$ cat src/rtl/wb_arb_pkg.sv
// Shared definitions for the two-master wb_gpio arbiter.
// State encoding and owner indices used by the arbiter FSM.
package wb_arb_pkg;

  typedef enum logic [1:0] {
    ST_IDLE = 2'd0,
    ST_BUSY = 2'd1,
    ST_ERR  = 2'd2,
    ST_WAIT = 2'd3
  } arb_state_t;

  localparam logic M0 = 1'b0;
  localparam logic M1 = 1'b1;

endpackage

$ cat src/rtl/wb_arb_timeout.sv
// Bus watchdog counter for the wb_gpio arbiter.
// Expires on the Nth consecutive unacknowledged strobed cycle.
module wb_arb_timeout #(
  parameter int cnt_width      = 8,
  parameter int timeout_cycles = 255
) (
  input  logic clk,
  input  logic rst_n,
  input  logic i_clr,
  input  logic i_inc,
  output logic o_expired
);

  localparam int LIMI =
    (timeout_cycles == 0) ? 0 : timeout_cycles - 1;
  localparam logic [cnt_width-1:0] LIM = LIMI[cnt_width-1:0];
  localparam logic [cnt_width-1:0] ONE = cnt_width'(1);

  logic [cnt_width-1:0] r_cnt;

  always_ff @(posedge clk or negedge rst_n) begin
    if (!rst_n) begin
      r_cnt <= '0;
    end else if (i_clr) begin
      r_cnt <= '0;
    end else if (i_inc) begin
      r_cnt <= r_cnt + ONE;
    end
  end

  // the cycle that would bring the count to the limit is the last one
  assign o_expired = (timeout_cycles != 0) && i_inc && (r_cnt == LIM);

endmodule

$ cat src/rtl/wb_gpio_arb.sv
// Round-robin, cyc-locked two-master arbiter in front of wb_gpio.
// A watchdog turns a never-acked access into an error to the owner.
module wb_gpio_arb
  import wb_arb_pkg::*;
#(
  parameter int wb_dat_width   = 32,
  parameter int wb_adr_width   = 32,
  parameter int timeout_cycles = 255,
  parameter int cnt_width      = 8
) (
  input  logic                    clk,
  input  logic                    rst,
  input  logic [wb_adr_width-1:0] m0_adr_i,
  input  logic [wb_dat_width-1:0] m0_dat_i,
  input  logic                    m0_we_i,
  input  logic                    m0_cyc_i,
  input  logic                    m0_stb_i,
  output logic                    m0_ack_o,
  output logic                    m0_err_o,
  output logic [wb_dat_width-1:0] m0_dat_o,
  input  logic [wb_adr_width-1:0] m1_adr_i,
  input  logic [wb_dat_width-1:0] m1_dat_i,
  input  logic                    m1_we_i,
  input  logic                    m1_cyc_i,
  input  logic                    m1_stb_i,
  output logic                    m1_ack_o,
  output logic                    m1_err_o,
  output logic [wb_dat_width-1:0] m1_dat_o,
  output logic [wb_adr_width-1:0] s_adr_o,
  output logic [wb_dat_width-1:0] s_dat_o,
  output logic                    s_we_o,
  output logic                    s_cyc_o,
  output logic                    s_stb_o,
  input  logic                    s_ack_i,
  input  logic [wb_dat_width-1:0] s_dat_i,
  output logic [1:0]              gnt_o
);

  arb_state_t r_state, w_next;
  logic r_owner, w_owner_nxt;
  logic r_last, w_last_nxt;

  logic                    w_cyc, w_stb, w_we;
  logic [wb_adr_width-1:0] w_adr;
  logic [wb_dat_width-1:0] w_dat;
  logic w_busy, w_live, w_inc, w_clr, w_expired;

  assign w_cyc = (r_owner == M1) ? m1_cyc_i : m0_cyc_i;
  assign w_stb = (r_owner == M1) ? m1_stb_i : m0_stb_i;
  assign w_we  = (r_owner == M1) ? m1_we_i  : m0_we_i;
  assign w_adr = (r_owner == M1) ? m1_adr_i : m0_adr_i;
  assign w_dat = (r_owner == M1) ? m1_dat_i : m0_dat_i;

  assign w_busy = (r_state == ST_BUSY);
  assign w_live = w_busy && w_cyc;
  assign w_inc  = w_live && w_stb && !s_ack_i;
  assign w_clr  = !w_inc || (w_next != ST_BUSY);

  wb_arb_timeout #(
    .cnt_width      (cnt_width),
    .timeout_cycles (timeout_cycles)
  ) u_tmo (
    .clk       (clk),
    .rst_n     (rst),
    .i_clr     (w_clr),
    .i_inc     (w_inc),
    .o_expired (w_expired)
  );

  always_ff @(posedge clk or negedge rst) begin
    if (!rst) begin
      r_state <= ST_IDLE;
      r_owner <= M0;
      r_last  <= M1;
    end else begin
      r_state <= w_next;
      r_owner <= w_owner_nxt;
      r_last  <= w_last_nxt;
    end
  end

  always_comb begin
    w_next      = r_state;
    w_owner_nxt = r_owner;
    w_last_nxt  = r_last;
    unique case (r_state)
      ST_IDLE: begin
        if (m0_cyc_i && m1_cyc_i) begin
          w_next      = ST_BUSY;
          w_owner_nxt = ~r_last;
        end else if (m0_cyc_i) begin
          w_next      = ST_BUSY;
          w_owner_nxt = M0;
        end else if (m1_cyc_i) begin
          w_next      = ST_BUSY;
          w_owner_nxt = M1;
        end
      end
      ST_BUSY: begin
        if (!w_cyc) begin
          w_next     = ST_IDLE;
          w_last_nxt = r_owner;
        end else if (w_expired) begin
          w_next = ST_ERR;
        end
      end
      ST_ERR: w_next = ST_WAIT;
      ST_WAIT: begin
        if (!w_cyc) begin
          w_next     = ST_IDLE;
          w_last_nxt = r_owner;
        end
      end
      default: w_next = ST_IDLE;
    endcase
  end

  assign s_cyc_o = w_live;
  assign s_stb_o = w_live && w_stb;
  assign s_we_o  = w_live && w_we;
  assign s_adr_o = w_live ? w_adr : '0;
  assign s_dat_o = w_live ? w_dat : '0;

  assign m0_ack_o = w_busy && (r_owner == M0) && s_ack_i;
  assign m1_ack_o = w_busy && (r_owner == M1) && s_ack_i;
  assign m0_err_o = (r_state == ST_ERR) && (r_owner == M0);
  assign m1_err_o = (r_state == ST_ERR) && (r_owner == M1);

  assign m0_dat_o = s_dat_i;
  assign m1_dat_o = s_dat_i;

  assign gnt_o = (r_state == ST_IDLE) ? 2'b00 :
                 (r_owner == M1)      ? 2'b10 : 2'b01;

endmodule

$ cat config.mk
export PLATFORM = sky130hd
export DESIGN_NAME = wb_gpio_arb
export DESIGN_NICKNAME = d
export VERILOG_FILES = /design/src/rtl/wb_arb_pkg.sv /design/src/rtl/wb_arb_timeout.sv /design/src/rtl/wb_gpio_arb.sv
export SDC_FILE = /design/constraint.sdc
export NUM_CORES = 1
export LEC_CHECK = 0
export ABC_AREA = 1
export BUFFER_PORTS_ARGS = -buffer_cell sky130_fd_sc_hd__buf_2
export CORE_AREA = 2 2 118 120
export CTS_CLUSTER_DIAMETER = 120
export DETAILED_ROUTE_END_ITERATION = 12
export DIE_AREA = 0 0 120 122
export PLACE_DENSITY = 0.53
export SKIP_LAST_GASP = 1
export SYNTH_ARGS = -nofsm -noshare
export SYNTH_HDL_FRONTEND = slang
export SYNTH_SLANG_ARGS = --single-unit
$ cat constraint.sdc
create_clock -name clk -period 3 [get_ports clk]
set_input_delay 0.15 -clock clk [delete_from_list [all_inputs] [get_ports clk]]
set_output_delay 0.15 -clock clk [all_outputs]
set_load 0.01 [all_outputs]
# --- After elaboration in Yosys (flattened, before gate mapping) ---
# Cells that the tools add are included.
totals:
  word_cells: 55
  in_bits: 169
  regBits: 12
  output_inout_bits: 137
op_classes:
  n_eq_ne: 5
  muxes: 21
  bitwise: 3
  addsub: 1
  reduce_logical: 21
op_table:
  columns: ["operator", "count"]
  rows:
  - ["two-way mux 32 bit", 4]
  - ["two-way mux 2 bit", 8]
  - ["two-way mux 8 bit", 2]
  - ["logical AND 1 bit", 12]
  - ["adder 8 x 1 -> 8 bit (second input constant)", 1]
  - ["equality test 8 bit (second input constant)", 1]
  - ["case mux 2 bit (4 select lines)", 1]
  - ["two-way mux 1 bit", 6]
  - ["equality test 2 bit (second input constant)", 2]
  - ["AND reduction 2 bit", 2]
  - ["NOT 1 bit", 3]
  - ["nonzero test 3 bit", 1]
  - ["equality test 2 x 1 -> 1 bit (second input constant)", 1]
  - ["logical NOT 1 bit", 2]
  - ["logical NOT 2 bit", 1]
  - ["inequality test 2 x 1 -> 1 bit (second input constant)", 1]
  - ["nonzero test 2 bit", 1]
  - ["OR reduction 2 bit", 1]
  - ["logical OR 1 bit", 1]

# --- Logic depth before layout (Yosys ltp) ---
# Gate-level depths: netlist of the first run.
logic_depth:
  ltp_word: 11
  mapped_depth: 11
  ltp_nobuf: 10

# --- By module ---
# A second synthesis of the first run with hierarchy kept.
unflattened:
  hier_cells: 387
  area_unflattened_um2: 2229.6
modules_own_cells:
  columns: ["module", "area_each_um2", "seq_area_each_um2", "cells_per_inst", "instances"]
  rows:
  - ["wb_gpio_arb", 1755.4, 101.3, 323, 1]
  - ["wb_arb_timeout", 474.2, 200.2, 64, 1]

# --- Least setup slack after synthesis of the first run ---
# OpenSTA, ideal clock, no wires.
synth_timing:
  kind: "reg-to-output"
  startpoint: "reg r_owner"
  endpoint: "out s_dat_o[22]"
  setup_slack_ns: 1.552
  t_required_ns: 2.850
  path_buffers: 3
  stages_incl_launch_ff: 9
  arrival_time_ns: 1.298
  path_cell_list: "dfrtp_1 -> buf_6 -> inv_4 -> nand2_1 -> nand2_2 -> nand2_4 -> buf_4 -> buf_4 -> a21oi_1"
synth_via:
  elab_chain_cells: 3
  elab_cells_between_ends: 4
  classes_between: "3 x mux; 1 x reduce/logical"
synth_rtl:
  columns: ["item", "line", "source"]
  rows:
  - ["start, declared", "wb_gpio_arb.sv:40", "logic r_owner, w_owner_nxt;"]
  - ["start signal, assigned", "wb_gpio_arb.sv:77", "r_owner <= w_owner_nxt;"]
  - ["two-way mux 1 bit", "wb_gpio_arb.sv:48", "assign w_cyc = (r_owner == M1) ? m1_cyc_i : m0_cyc_i;"]
  - ["logical AND 1 bit", "wb_gpio_arb.sv:55", "assign w_live = w_busy && w_cyc;"]
  - ["two-way mux 32 bit *", "wb_gpio_arb.sv:122", "assign s_dat_o = w_live ? w_dat : '0;"]
  - ["end, declared", "wb_gpio_arb.sv:30", "output logic [wb_dat_width-1:0] s_dat_o,"]
# Every way passes the cells marked *; elsewhere a longest branch is shown, timed or not.

# --- Final worst setup path of the first run ---
layout_timing:
  startpoint: "reg r_state[1]"
  endpoint: "out s_adr_o[3]"
layout_via:
  elab_chain_cells: 3
layout_rtl:
  columns: ["item", "line", "source"]
  rows:
  - ["start, declared", "wb_gpio_arb.sv:39", "arb_state_t r_state, w_next;"]
  - ["start signal, assigned", "wb_gpio_arb.sv:76", "r_state <= w_next;"]
  - ["equality test 2 x 1 -> 1 bit", "wb_gpio_arb.sv:54", "assign w_busy = (r_state == ST_BUSY);"]
  - ["logical AND 1 bit", "wb_gpio_arb.sv:55", null]
  - ["two-way mux 32 bit", "wb_gpio_arb.sv:121", "assign s_adr_o = w_live ? w_adr : '0;"]
  - ["end, declared", "wb_gpio_arb.sv:29", "output logic [wb_adr_width-1:0] s_adr_o,"]
# Every way passes these cells.

==> results.toml, run 1 <==
[outcome]
status = "completed"

[critical_path]
worst_setup_path_end_kind = "primary output"
arrival_ps = 1940
path_class = "reg -> out"
cp.required_ps = 2850
startpoint_type = "register"
cp_max_fo = 41

[synthesis]
ys.flop_type = "dfrtp_1"
yosysTopAreaCellShare_pct = 25.0
synth_cell_types = 29
syn-cell-area_sq_um = 2130
ys_warn_count = 0
yosysMostFrequentCell = "nand2_1"
synth.area.mux_share_pct = 0
netlist_top_cells_count = "142 x nand2_1, 69 x buf_4, 65 x a21oi_1, 13 x clkbuf_1, 11 x dfrtp_1"
synth_area_leaders = "nand2_1 25%, buf_4 24%, a21oi_1 15%"
synth_top_family_by_area = "simple AND/OR/NAND/NOR gates"
avgSynthCellArea_sq_um = 5.88
synth_compound_area_share_pct = 16.6
synth-xor-area-share_pct = 2.47
synth-simple-area-share_pct = 35.9
synth_seq_cells = 12
synth-edff-count = 0
synth_fa_ha_area_share_pct = 1.18
seq_area_frac_synth_pct = 14.2
syn-num-nets = 533
async_flop_share_pct = 100
syn_inst = 362
yosysTopAreaCell = "nand2_1"

[power]
power_frac_seq_pct = 10.6
intPower_w = 0.000890
switching_power_w = 0.00108
power_leakage_nw = 1.69
pwr-share-clk_pct = 13.7
power_density_nw_per_um2 = 671
vdd_drop_max_mv = 0.425
switching_share_pct = 54.9
power_frac_comb_pct = 75.6

[sta]
fmax_mhz = 478
finClkSkew_ps = 1.09
finalHoldViolCount = 0
min_period_ps = 2090
drv_slew = 0
tns_ps = 0
setup_violations = 0
slew_headroom_pct = 50.9
period_share_pct = 69.8
worst_pin_slew_ps = 736
grt_setup_unrepaired = "false"

[drt]
wl_per_cell_microns = 13.1
postRouteAntennaNets = 0
drc_errors = 0
drt-initial-drc-count = 133
vias_per_cell = 3.95
routed-via-count = 2663
drt_first_pass_iters = 4
routed_wl_microns = 8860

[floorplanning]
ios = 306
core_sq_um = 13500
die_y_microns = 122
num_rows = 43
initial_core_util_pct = 15.8
dieArea_sq_um = 14600
die_w_microns = 120

[global_routing]
grt_pass1_wl_microns = 12200
grt_pass1_vias = 2296
gr-total-overflow = 0
antenna_found_initial = 0
track_usage_pct = 10.5
grt_max_degree = 71

[final_layout]
fillers = 1573
area_growth_pct = 38.0
stdcell_count = 674
drive_above_1_share_pct = 48.4
num_antenna_cells = 0
nets = 666

[clocking]
clock_latency_ps = 240
tritoncts = "done"
cts_made_buffers = 3
htreeDepth = 1
cts_root_buf = "clkbuf_16"
clock_sinks = 12
clk_pin_slew_ps = 40
clk_path_buf_depth = 2
postCtsSetupBuffers = 0

[worst_hold_path]
hold_class = "in -> reg"

[placement]
place_inst = 669
gp_congestion = 0.808
portBuffers = 209
dp_hpwl_microns = 7150

[run]
cap_violations = 0
==> metrics by stage <==
| stage | hold slack [ps] | utilization [%] | total power, W | cell area, sq um | setup WS (ps) |
|---|---|---|---|---|---|
| after floorplan | -146 | - | 0.00129 | 2130 | 1550 |
| after global routing | 250 | 21.7 | 0.00218 | 2940 | 732 |
| after global placement | 47.4 | 21.0 | 0.00175 | 2840 | 1080 |
| after detailed placement | 47.5 | 21.0 | 0.00173 | 2840 | 1110 |
| after CTS | 185 | 21.7 | 0.00201 | 2940 | 847 |
| final | 188 | 21.7 | 0.00197 | 2940 | 906 |
==> placed cells by master (no fill, tap or decap), drive strengths merged <==
cell type	instances
dfstp	1
nor3	4
o21ai	3
nand3	5
nand4	2
dlygate4sd3	1
nand2	147
xor2	4
dfrtp	11
ha	2
clkbuf	4
a21oi	66
inv	10
or2	1
xnor2	2
nor2	18
buf	213
==> registers in the layout (all words and copies together), names as in the netlist <==
name / flops
r_last: 1
r_owner: 1
r_state: 2
u_tmo.r_cnt: 8
==> cell families after synthesis <==
family                     count (synthesis)
DFF                                       12
adders and majority gates                  2
AOI/OAI and AO/OA                         69
buffers and inverters                     96
and+or+nand+nor                          177
xor gates and xnor gates                   6
==> critical path, stage by stage, from the launching register on <==
cell and delay [ps]:
dfrtp_1 420, nor2_1 260, nand2_4 310, buf_4 350, a21oi_1 180, buf_2 150
==> power groups by stage <==
stage / Clock (W) / Sequential [W] / Combinational [W]
floorplan: 0 / 0.000201 / 0.00109
global placement: 0 / 0.000211 / 0.00153
detailed placement: 0 / 0.000212 / 0.00151
CTS: 0.000276 / 0.000210 / 0.00152
global route: 0.000283 / 0.000214 / 0.00168
finish: 0.000271 / 0.000209 / 0.00149
==> cell type report <==
class / count / area [sq um] / area share, %
clock buffer: 4 / 88.8 / 3.03
inverter: 10 / 40.0 / 1.36
multi-input combinational: 254 / 1190 / 40.6
sequential: 12 / 303 / 10.3
tap: 180 / 225 / 7.67
timing repair buffer: 214 / 1090 / 37.0
==> final timing paths <==
check                                from        endpoint  slack (ps)  depth (start not counted)
setup / recovery               r_state[1]      s_adr_o[3]         910                          5
hold / removal                   m1_cyc_i         r_owner         190                          3
setup reg to reg               r_state[1]  u_tmo.r_cnt[5]        1320                          8
hold reg to reg            u_tmo.r_cnt[0]  u_tmo.r_cnt[0]         470                          1
max in group asynchronous             rst          r_last        2420                          2
min in group asynchronous             rst      r_state[0]         310                          2
==> metal layers <==
| metal | global-route usage (%) | vias to the layer above | share of wire, % |
|---|---|---|---|
| met5 | 0 | - | 0 |
| met4 | 1.84 | 0 | 0.62 |
| met3 | 3.51 | 8 | 11 |
| met2 | 19.2 | 168 | 49 |
| met1 | 12.0 | 1145 | 39 |
| li1 | - | 1342 | - |
==> what timing repair did <==
| action | CTS | global route |
|---|---|---|
| hold buffers | 1 | 0 |
| hold endpoints to repair | 11 | 0 |
| resized for setup | 0 | 0 |
Power figures use the tool's default switching activity.
==> run 2, diff against run 1 <==
--- a/config.mk
+++ b/config.mk
@@ -5,7 +5,7 @@
 export SDC_FILE = /design/constraint.sdc
 export NUM_CORES = 1
 export LEC_CHECK = 0
-export ABC_AREA = 1
+export ABC_AREA = 0
 export BUFFER_PORTS_ARGS = -buffer_cell sky130_fd_sc_hd__buf_2
 export CORE_AREA = 2 2 118 120
 export CTS_CLUSTER_DIAMETER = 120
==> constraint.sdc (replaced) <==
create_clock -name clk -period 2.2 [get_ports clk]
set_input_delay 0.11 -clock clk [delete_from_list [all_inputs] [get_ports clk]]
set_output_delay 0.11 -clock clk [all_outputs]
set_load 0.01 [all_outputs]
==> results.toml, run 2 <==
[outcome]
status = "completed"

[floorplanning]
num_rows = 43
core_sq_um = 13500
dieArea_sq_um = 14600
ios = 306
die_y_microns = 122
die_w_microns = 120
initial_core_util_pct = 15.8

[synthesis]
syn_inst = 282
syn-cell-area_sq_um = 2130
yosysMostFrequentCell = "nor2_1"
synth_cell_types = 33
seq_area_frac_synth_pct = 14.1
yosysTopAreaCellShare_pct = 31.4
async_flop_share_pct = 100
avgSynthCellArea_sq_um = 7.57
ys.flop_type = "dfrtp_1"
netlist_top_cells_count = "70 x nor2_1, 67 x mux2i_1, 64 x buf_4, 11 x buf_2, 11 x dfrtp_1"
ys_warn_count = 0
yosysTopAreaCell = "mux2i_1"
syn-num-nets = 453
synth-edff-count = 0
synth_area_leaders = "mux2i_1 31%, buf_4 23%, dfrtp_1 13%"
synth_seq_cells = 12

[power]
vdd_drop_max_mv = 0.289
intPower_w = 0.00123
power_frac_seq_pct = 12.7
pwr-share-clk_pct = 15.2
power_frac_comb_pct = 72.2
power_leakage_nw = 1.80
power_density_nw_per_um2 = 748
switching_share_pct = 45.5
switching_power_w = 0.00102

[sta]
worst_pin_slew_ps = 590
drv_slew = 0
period_share_pct = 90.6
grt_setup_unrepaired = "false"
slew_headroom_pct = 60.7
finClkSkew_ps = 0.894
fmax_mhz = 502
tns_ps = 0
setup_violations = 0
min_period_ps = 1990
finalHoldViolCount = 0

[global_routing]
grt_pass1_vias = 2162
gr-total-overflow = 0
grt_max_degree = 37
grt_pass1_wl_microns = 12300
track_usage_pct = 10.7
antenna_found_initial = 0

[clocking]
cts_root_buf = "clkbuf_16"
clk_pin_slew_ps = 40
clock_sinks = 12
htreeDepth = 1
clock_latency_ps = 240
tritoncts = "done"
cts_made_buffers = 3
clk_path_buf_depth = 2

[critical_path]
worst_setup_path_end_kind = "primary output"
cp.required_ps = 2090
path_class = "reg -> out"
startpoint_type = "register"
r2r-end = "r_state[0]"
worstRegToRegCells = 3
r2r_start = "r_owner"
cp_max_fo = 30
r2r_slack_ps = 420
arrival_ps = 1880

[drt]
vias_per_cell = 3.79
routed_wl_microns = 8760
routed-via-count = 2283
postRouteAntennaNets = 0
drt_first_pass_iters = 4
drc_errors = 0
drt-initial-drc-count = 74
wl_per_cell_microns = 14.5

[final_layout]
drive_above_1_share_pct = 53.7
area_growth_pct = 40.7
nets = 595
final_cell_mix = "209 x buf_2, 70 x nor2_1, 67 x mux2i_1, 10 x dfrtp_1, 8 x buf_4"
reg_top3 = "u_tmo.r_cnt x8, r_state x2"
regMostFlops = "u_tmo.r_cnt"
final_cell_area_sq_um = 3000
mostFrequentLayoutCell = "buf_2"
largest_register_ffs = 8
num_antenna_cells = 0

[placement]
gp_congestion = 0.807
dp_hpwl_microns = 7530
place_area_sq_um = 2910
portBuffers = 209

[worst_hold_path]
hold_class = "in -> reg"
hold-path-endpoint = "r_owner"
hold_depth = 2
hp-start = "m0_cyc_i"

[run]
cap_violations = 0
==> run 2: worst max-delay path by stage <==
stage                    start           to  slack [ps]  cells past startpoint
floorplan           r_state[1]   r_state[0]         650                      4
global placement    r_state[0]   r_state[0]         450                      3
detailed placement     r_owner   r_state[0]         420                      3
CTS                    r_owner  s_adr_o[13]         170                      5
global route           r_owner  s_adr_o[13]          60                      5
finish                 r_owner  s_adr_o[28]         210                      5
==> run 2: repair_timing <==
| action | CTS | global route |
|---|---|---|
| buffers inserted | 0 | 0 |
| resized for setup | 0 | 0 |
| hold buffers | 1 | 0 |
| endpoints found under the hold margin | 11 | 0 |
==> run 2: power by group through the flow <==
stage	clock network (W)	registers [W]	logic [W]
after floorplan	0	0.000269	0.00118
after global placement	0	0.000287	0.00164
after detailed placement	0	0.000288	0.00165
after CTS	0.000343	0.000285	0.00165
after global routing	0.000361	0.000290	0.00177
final	0.000341	0.000285	0.00162
==> run 2: cells by family after synthesis <==
family | count (synthesis) | synth area share, %
AND/OR/NAND/NOR | 100 | 20.6
buffers and inverters | 85 | 26.8
multiplexers | 67 | 31.4
AO/OA/AOI/OAI | 13 | 4.57
flip-flops | 12 | 14.1
XOR/XNOR | 3 | 1.23
adder cells (fa/ha/maj) | 2 | 1.17
==> run 2: per-stage QoR <==
step	power, W	hold slack [ps]	instances	utilization (%)	setup WS [ps]
2_1_floorplan	0.00145	-186	282	-	652
3_3_place_gp	0.00193	9.49	598	21.6	446
3_5_place_dp	0.00194	9.69	598	21.6	417
4_1_cts	0.00228	116	603	22.2	173
5_1_grt	0.00242	128	603	22.2	63.4
6_report	0.00225	115	603	22.2	208
==> run 2: layout make-up <==
class                           instances  area [sq um]
Sequential cell                        12           305
Clock buffer                            4          78.8
Inverter                                4          15.0
Fill cell                            1534         10500
Timing Repair Buffer                  218          1120
Multi-Input combinational cell        185          1260
Tap cell                              180           225
==> run 2: layer usage <==
metal / routed length (microns) / part of all wire (%) / track usage (%)
met1: 3740 / 43 / 13.9
met2: 4150 / 47 / 18.0
met3: 809 / 9.2 / 3.00
met4: 70 / 0.80 / 1.69
met5: 0 / 0 / 0
==> run 2: worst max-delay path, cell delays in order, from the launching register on <==
cell and delay (ps):
dfrtp_4 490, mux2i_1 230, nand2b_2 320, buf_4 350, nor2_1 90, buf_2 150
==> run 3, diff against run 2 <==
==> constraint.sdc (replaced) <==
create_clock -name clk -period 2.45 [get_ports clk]
set_input_delay 0.1225 -clock clk [delete_from_list [all_inputs] [get_ports clk]]
set_output_delay 0.1225 -clock clk [all_outputs]
set_load 0.01 [all_outputs]
==> results.toml, run 3 (synthesis gave the netlist of run 2 again) <==
[clocking]
postCtsSetupBuffers = 0
clk_pin_slew_ps = 40
cts_root_buf = "clkbuf_16"
clock_latency_ps = 240
clk_path_buf_depth = 2
clock_sinks = 12
post_cts_resized = 0
cts_made_buffers = 3
tritoncts = "done"
htreeDepth = 1

[global_routing]
gr-total-overflow = 0
grt_pass1_wl_microns = 11900
grt_pass1_vias = 2045
grt_max_degree = 45
antenna_found_initial = 0
track_usage_pct = 10.4

[final_layout]
regMostFlops = "u_tmo.r_cnt"
nets = 592
mostFrequentLayoutCell = "buf_2"
num_antenna_cells = 0
drive_above_1_share_pct = 53.3
reg_top3 = "u_tmo.r_cnt x8, r_state x2"
area_growth_pct = 40.2
postLayoutCoreUtil_pct = 22.2
final_cell_mix = "209 x buf_2, 70 x nor2_1, 67 x mux2i_1, 10 x dfrtp_1"
largest_register_ffs = 8

[run]
cap_violations = 0

[critical_path]
path_class = "reg -> out"
path_cells = "mux2i_1 -> nand2b_2 -> buf_4 -> nor2_1 -> buf_2"
worst_setup_path_end_kind = "primary output"
r2r-end = "r_state[0]"
r2r_slack_ps = 600
critical-path-max-stage-delay_ps = 510
startpoint_type = "register"
cp_max_fo = 30
cpMaxStageDelayCell = "dfrtp_4"
r2r_start = "r_owner"
cp.required_ps = 2330
arrival_ps = 1970
worstRegToRegCells = 3

[floorplanning]
initial_core_util_pct = 15.8
die_w_microns = 120
dieArea_sq_um = 14600
ios = 306
core_sq_um = 13500
die_y_microns = 122
num_rows = 43

[drt]
postRouteAntennaNets = 0
drc_errors = 0
wl_per_cell_microns = 14.4
routed-via-count = 2304
vias_per_cell = 3.84
drt-initial-drc-count = 119
routed_wl_microns = 8650
drt_first_pass_iters = 4

[placement]
portBuffers = 209
dp_hpwl_microns = 7390
gp_congestion = 0.749

[sta]
hold_slack_ps = 122
grt_setup_unrepaired = "false"
setup_violations = 0
slew_headroom_pct = 51.6
period_share_pct = 85.6
finClkSkew_ps = 1.78
tns_ps = 0
worst_pin_slew_ps = 721
finalHoldViolCount = 0
drv_slew = 0
fmax_mhz = 477
min_period_ps = 2100

[power]
power_leakage_nw = 1.79
intPower_w = 0.00110
power_density_nw_per_um2 = 674
switching_share_pct = 45.4
switching_power_w = 0.000915
power_w = 0.00202
pwr-share-clk_pct = 15.0
power_frac_seq_pct = 13.0
vdd_drop_max_mv = 0.326
power_frac_comb_pct = 72.0

[worst_hold_path]
hold-path-endpoint = "r_owner"
hold_class = "in -> reg"
hold_depth = 2
hp-start = "m0_cyc_i"

[outcome]
status = "completed"
run 3: cell types whose count changed in the layout (fill, tap and decap cells not counted):
cell    delta
buf_12     +1
buf_4      -4
run 3: worst max path at each step:
stage	startpoint	endpoint	slack [ps]	cells past startpoint
3_3_place_gp	r_state[0]	r_state[0]	610	3
4_1_cts	r_owner	s_adr_o[28]	300	5
2_1_floorplan	r_state[1]	r_state[0]	900	4
5_1_grt	r_owner	s_adr_o[21]	170	5
3_5_place_dp	r_owner	s_adr_o[28]	560	5
6_report	r_owner	s_adr_o[28]	350	5
run 3: through the flow:
| step | setup WS [ps] | cells | instance area [sq um] |
|---|---|---|---|
| 2_1_floorplan | 902 | 282 | 2130 |
| 3_3_place_gp | 608 | 595 | 2900 |
| 3_5_place_dp | 564 | 595 | 2900 |
| 4_1_cts | 300 | 600 | 2990 |
| 5_1_grt | 172 | 600 | 2990 |
| 6_report | 353 | 600 | 2990 |
run 3: worst max-delay path, delay by kind of cell, from the launching register on:
family                 cells  cell delay (ps)
and+or+nand+nor            2              490
buffers and inverters      2              510
muxes                      1              230
DFF                        1              510
run 3: layer usage:
layer	GRT usage, %	wire length, microns
met1	13.2	3540
met2	17.1	4080
met3	3.60	939
met4	2.13	97
met5	0	0
run 3: power by group through the flow:
stage          clock [W]  combinational [W]  sequential, W
4_1_cts         0.000310            0.00148       0.000262
3_5_place_dp           0            0.00147       0.000265
3_3_place_gp           0            0.00147       0.000265
2_1_floorplan          0            0.00106       0.000241
5_1_grt         0.000318            0.00159       0.000267
6_report        0.000302            0.00145       0.000262
run 3: cell type report:
class	instances	area (sq um)
clock buffer	4	78.8
fill	1512	10500
inverter	4	15.0
multi-input combinational	185	1260
sequential	12	305
tap	180	225
timing repair buffer	215	1110
run 3: what timing repair did:
item / CTS / global route
hold buffers: 1 / 0
endpoints found under the hold margin: 11 / 0
setup endpoints to repair: 0 / 0
